<file path="src/rtl/mem_arb.sv">
// mem_arb: two-port round-robin arbiter and sequencer in front of a single-port
// 24-bit synchronous memory with a one-cycle registered read.
//   port 0 : instruction fetch, read only
//   port 1 : load/store unit, reads and writes, may lock for read-modify-write
//
// Handshake: a requester raises req with addr (and we/wdata on port 1) and
// holds all of them stable until it sees gnt high in the same cycle; the
// transfer happens in the cycle where req & gnt are both high. Dropping req
// before gnt is legal and leaves no trace. Out-of-range requests are also
// granted, so the requester retires them. They are never sent to the memory
// and raise or_err in the following cycle instead.

`ifndef HBIT_ADDR
`define HBIT_ADDR 15
`endif
`ifndef HBIT_DATA
`define HBIT_DATA 23
`endif

module mem_arb #(
   parameter int NUM_WORDS = 4096
) (
   input  logic                iw_clk,
   input  logic                iw_rst,
   // port 0: instruction fetch
   input  logic                iw_req0,
   input  logic [`HBIT_ADDR:0] iw_addr0,
   output logic                ow_gnt0,
   output logic                or_rvalid0,
   // port 1: load/store
   input  logic                iw_req1,
   input  logic                iw_we1,
   input  logic [`HBIT_ADDR:0] iw_addr1,
   input  logic [`HBIT_DATA:0] iw_wdata1,
   input  logic                iw_lock1,
   output logic                ow_gnt1,
   output logic                or_rvalid1,
   // shared read return and error pulse
   output logic [`HBIT_DATA:0] ow_rdata,
   output logic                or_err,
   // memory side
   output logic                ow_mem_we,
   output logic [`HBIT_ADDR:0] ow_mem_addr,
   output logic [`HBIT_DATA:0] ow_mem_wdata,
   input  logic [`HBIT_DATA:0] iw_mem_rdata
);

   localparam logic [31:0] LIMIT = 32'(NUM_WORDS);

   // r_last: port that received the most recent real memory access (1 = port 1).
   // r_locked: port 1 keeps priority for its next request.
   logic                r_last;
   logic                r_locked;
   logic                r_rvalid0;
   logic                r_rvalid1;
   logic                r_err;
   logic [`HBIT_ADDR:0] r_addr;

   logic w_ok0;
   logic w_ok1;
   logic w_sel1;
   logic w_acc0;
   logic w_acc1;
   logic w_rej;

   // Both addresses are range-checked independently of arbitration.
   assign w_ok0 = (32'(iw_addr0) < LIMIT);
   assign w_ok1 = (32'(iw_addr1) < LIMIT);

   // Arbitration: a lone requester wins; on a tie the lock favours port 1,
   // otherwise the port that did not win last time goes next.
   always_comb begin
      w_sel1 = 1'b0;
      if (iw_req1 && (!iw_req0 || r_locked || !r_last)) begin
         w_sel1 = 1'b1;
      end
   end

   // Grants are held low through reset so nothing is consumed while resetting.
   assign ow_gnt1 = w_sel1 & ~iw_rst;
   assign ow_gnt0 = iw_req0 & ~w_sel1 & ~iw_rst;

   // Accepted accesses reach the memory; rejected ones only produce an error.
   assign w_acc0 = ow_gnt0 & w_ok0;
   assign w_acc1 = ow_gnt1 & w_ok1;
   assign w_rej  = (ow_gnt0 & ~w_ok0) | (ow_gnt1 & ~w_ok1);

   // Memory address follows the accepted port, otherwise holds its last value
   // so the memory sees a quiet bus when idle.
   always_comb begin
      ow_mem_addr = r_addr;
      if (w_acc1) begin
         ow_mem_addr = iw_addr1;
      end else if (w_acc0) begin
         ow_mem_addr = iw_addr0;
      end
   end

   assign ow_mem_we    = w_acc1 & iw_we1;
   assign ow_mem_wdata = iw_wdata1;

   // Read data comes straight from the memory's output register; the rvalid
   // flags say which port it belongs to.
   assign ow_rdata = iw_mem_rdata;

   // Responses pending across a reset are discarded, so the registered flags
   // are masked during reset as well as cleared by it.
   assign or_rvalid0 = r_rvalid0 & ~iw_rst;
   assign or_rvalid1 = r_rvalid1 & ~iw_rst;
   assign or_err     = r_err & ~iw_rst;

   // Arbitration history, lock, held address and the one-cycle response stage.
   always_ff @(posedge iw_clk) begin
      if (iw_rst) begin
         r_last    <= 1'b1;
         r_locked  <= 1'b0;
         r_rvalid0 <= 1'b0;
         r_rvalid1 <= 1'b0;
         r_err     <= 1'b0;
         r_addr    <= '0;
      end else begin
         r_rvalid0 <= w_acc0;
         r_rvalid1 <= w_acc1 & ~iw_we1;
         r_err     <= w_rej;
         r_addr    <= ow_mem_addr;
         if (w_acc1) begin
            r_last <= 1'b1;
         end else if (w_acc0) begin
            r_last <= 1'b0;
         end
         if (w_acc1) begin
            r_locked <= iw_lock1;
         end else if (r_locked && !iw_req1) begin
            r_locked <= 1'b0;
         end
      end
   end

   // Structural invariants, usable by any checker bound to this block.
   a_one_grant : assert property (@(posedge iw_clk) disable iff (iw_rst)
      !(ow_gnt0 && ow_gnt1));
   a_we_needs_gnt1 : assert property (@(posedge iw_clk) disable iff (iw_rst)
      ow_mem_we |-> ow_gnt1);
   a_one_rvalid : assert property (@(posedge iw_clk) disable iff (iw_rst)
      !(or_rvalid0 && or_rvalid1));
   a_err_no_rvalid : assert property (@(posedge iw_clk) disable iff (iw_rst)
      or_err |-> !(or_rvalid0 || or_rvalid1));

endmodule

</file>
<file path="config.mk">
export PLATFORM = sky130hd
export DESIGN_NAME = mem_arb
export DESIGN_NICKNAME = d
export VERILOG_FILES = /design/src/rtl/mem_arb.sv
export SDC_FILE = /design/constraint.sdc
export NUM_CORES = 1
export LEC_CHECK = 0
export CAP_MARGIN = 20
export CORE_ASPECT_RATIO = 1.2
export CORE_UTILIZATION = 25
export DETAILED_ROUTE_END_ITERATION = 10
export PLACE_DENSITY_LB_ADDON = 0.25
export SETUP_SLACK_MARGIN = 0.4
export SKIP_CTS_REPAIR_TIMING = 1
export SYNTH_ARGS = -nofsm -noshare
export SYNTH_HDL_FRONTEND = slang
export SYNTH_SLANG_ARGS = --single-unit
</file>
<file path="constraint.sdc">
create_clock -name iw_clk -period 2.1 [get_ports iw_clk]
set_input_delay 0.42 -clock iw_clk [delete_from_list [all_inputs] [get_ports iw_clk]]
set_output_delay 0.42 -clock iw_clk [all_outputs]
set_load 0.1 [all_outputs]
</file>
==> summary.md <==
| Metric | Value |
|---|---|
| CORE AREA | 5330 µm² |
| Vias | 1,267 |
| # H-tree levels | 1 |
| Number of antenna violations at the first check in global routing | 0 |
| Drt pass-1 iters | 4 |
| Top cells by area, synth | dfxtp_1, buf_4, and2_1 |
| Setup WS post-layout | -0.381 ns |
| Drt total wl | 3.86 mm |
| Total Nets Final | 299 |
| Outcome | complete, but fails checks |
| WP data arrival | 2.06 ns |
| Final worst-path cycle share | 118% |
| Flop pwr share | 42.5% |
| Syn nets | 256 |
| Area occupied by multi-input gates | 1050 µm² |
| # port buffers | 59 |
| DRC viols | 0 |
| Syn Inst Count | 170 |
| Clock Latency Late Sink | 0.26 ns |
| Cell taking the most area after synthesis | dfxtp_1 |
| Reg2Reg Setup Slack | 0.44 ns |
| Switching Fraction | 29.4% |
| F_max | 403 MHz |
| DR WL/cell | 14.1 µm |
| Unrepaired setup endpoints after global routing | true |
| Critical Path Fanout Max | 7 |
| Failing checks | negative setup slack |
| CTS Buffer Depth | 2 |
| Comb pwr share | 29.4% |
| Fill cells | 468 |
| Share of the synthesized area in the top cell type | 30.0% |
| Clk sinks | 21 |
| Die area | 5910 µm² |
| Final Cell Area | 2800 µm² |
| Via density | 4.62 |
| Worst clock skew | 0.00250 ns |
| CP Capture Type | output pin |
| Max Transition Viols Final | 0 |
| Post-placement cell area | 2270 µm² |
| Clock transition at the registers of the reported paths | 0.07 ns |
| Leakage | 1.12 nW |
| Final Util | 52.5% |
| Pin count of the biggest net entering global routing | 16 |
| Starting DRT DRC Count | 15 |
| Overflow after GRT | 0 |
| Synthesis Warnings | 0 |
| First-pass GRT wire length | 5.58 mm |
| Rel. slew slack | 79.6% |
| GRT Total Usage | 11.8% |
| Diodes inserted | 0 |
| Hold Path Depth | 1 |
| Maximum vdd ir drop | 0.196 mV |
| Distinct cells, synth | 27 |
| Initial Util | 26.2% |
| Mapped Area | 1400 µm² |
| Share of layout cells above drive strength 1 | 58.5% |
| CTS Root Cell | clkbuf_8 |
| Total power | 0.956 mW |
| Pwr Density | 341 nW/µm² |
| Area occupied by registers | 422 µm² |
| Hold Fails Final Rpt | 0 |
| Vias in the first global route | 1,204 |
| # setup viols final | 17 |
| Setup CP Type | input pin to output pin |
| Min Tclk post-route | 2.48 ns |
| Reg2Reg Depth | 8 |
| Worst hold path type | flip-flop to flip-flop |
| Sequential area share after synthesis | 30.0% |
| Ports | 156 |
| Internal power | 0.675 mW |
| Global placement routability congestion | 0.713 |
| Row Count | 29 |
| Worst Path Required | 1.68 ns |
| Num CTS Buffers | 3 |
| Seq cells post-synth | 21 |
| Die height | 84.0 µm |
| CP startpoint kind | input pin |
| Placed wire-length estimate | 2.71 mm |
| Switching pwr | 0.281 mW |
| Area growth syn-to-layout | 100% |
| Syn Area/Cell | 8.24 µm² |
| TritonCTS clock tree | done |
| Max_cap viols | 0 |
| ANT nets after route | 0 |
| Horiz. Die Dim | 70.3 µm |
| Power share of the clock group | 28.0% |
| Worst-margin pin slew | 0.305 ns |
==> state kept, by name, indices dropped and copies added (netlist names) <==
register / cells
r_locked: 1
r_err: 1
r_rvalid0: 1
r_last: 1
r_rvalid1: 1
r_addr: 16
==> area by class of cell <==
| type | count | area share [%] |
|---|---|---|
| Clock buffer | 4 | 1.61 |
| Inverter | 3 | 0.402 |
| Multi-Input combinational cell | 90 | 37.4 |
| Sequential cell | 21 | 15.1 |
| Tap cell | 62 | 2.77 |
| Timing Repair Buffer | 94 | 42.8 |
==> power groups by stage <==
stage          Sequential, mW  Clock, mW  Combinational [mW]
6_report                0.407      0.268               0.281
5_1_grt                 0.407      0.295               0.294
4_1_cts                 0.405      0.276               0.254
3_5_place_dp            0.414          0               0.253
3_3_place_gp            0.414          0               0.253
2_1_floorplan           0.414          0               0.549
==> worst paths after layout <==
path	start	end
max	iw_addr1[13]	ow_mem_addr[4]
min	r_addr[14]	r_addr[14]
max reg2reg	r_locked	r_last
min reg2reg	r_addr[14]	r_addr[14]
==> worst max-delay path, cell delays in order <==
cell      delay (ns)
clkbuf_2        0.08
or4_4           0.54
buf_6           0.14
nor3b_4         0.27
buf_6           0.23
a221oi_4        0.06
nor2_4          0.14
buf_12          0.18
==> layout by cell type, fill, tap and decap left out, drive strengths merged, types with 4 or more instances in the layout <==
cell type,count
a221oi,12
and2,17
and3,4
buf,56
clkbuf,8
clkdlybuf4s50,26
dfxtp,21
dlymetal6s2s,8
nor2,26
nor2b,5
nor3,13
==> stage by stage <==
step | hold WS (ns) | setup TNS, ns | setup WS (ns) | std cells
after floorplan | 0.431 | -4.66 | -0.338 | 170
after global placement | 0.444 | -16.44 | -0.733 | 262
after detailed placement | 0.451 | -16.50 | -0.743 | 262
after CTS | 0.469 | -12.40 | -0.751 | 266
after global routing | 0.493 | -6.61 | -0.450 | 274
final | 0.471 | -5.70 | -0.381 | 274
==> cell usage after synthesis <==
cell type,n
buf_4,48
dfxtp_1,21
nor2_1,21
and2_1,17
nor3_1,13
a221oi_1,12
nor2_2,5
nor2b_1,5
and3_1,4
clkbuf_1,4
inv_1,3
buf_6,2
a211o_1,1
a21oi_1,1
a22o_1,1
buf_1,1
buf_2,1
nand2_1,1
nand2b_1,1
nand3b_1,1
nor3b_4,1
nor4_2,1
o211ai_2,1
o21a_1,1
o31ai_1,1
or3b_1,1
or4_4,1
==> cell families after synthesis <==
group / Yosys count / share of synthesized area, %
AOI/OAI and AO/OA: 18 / 11.1
buffers and inverters: 59 / 29.8
DFF: 21 / 30.0
and+or+nand+nor: 72 / 29.0
==> metal layers <==
layer	vias up	global-route usage (%)	part of all wire [%]
met5	-	0	0
li1	610	-	-
met4	0	7.45	3.1
met3	24	1.81	6.7
met1	575	14.3	38
met2	58	19.1	52
Note: power is estimated with default switching activity, not from simulation.
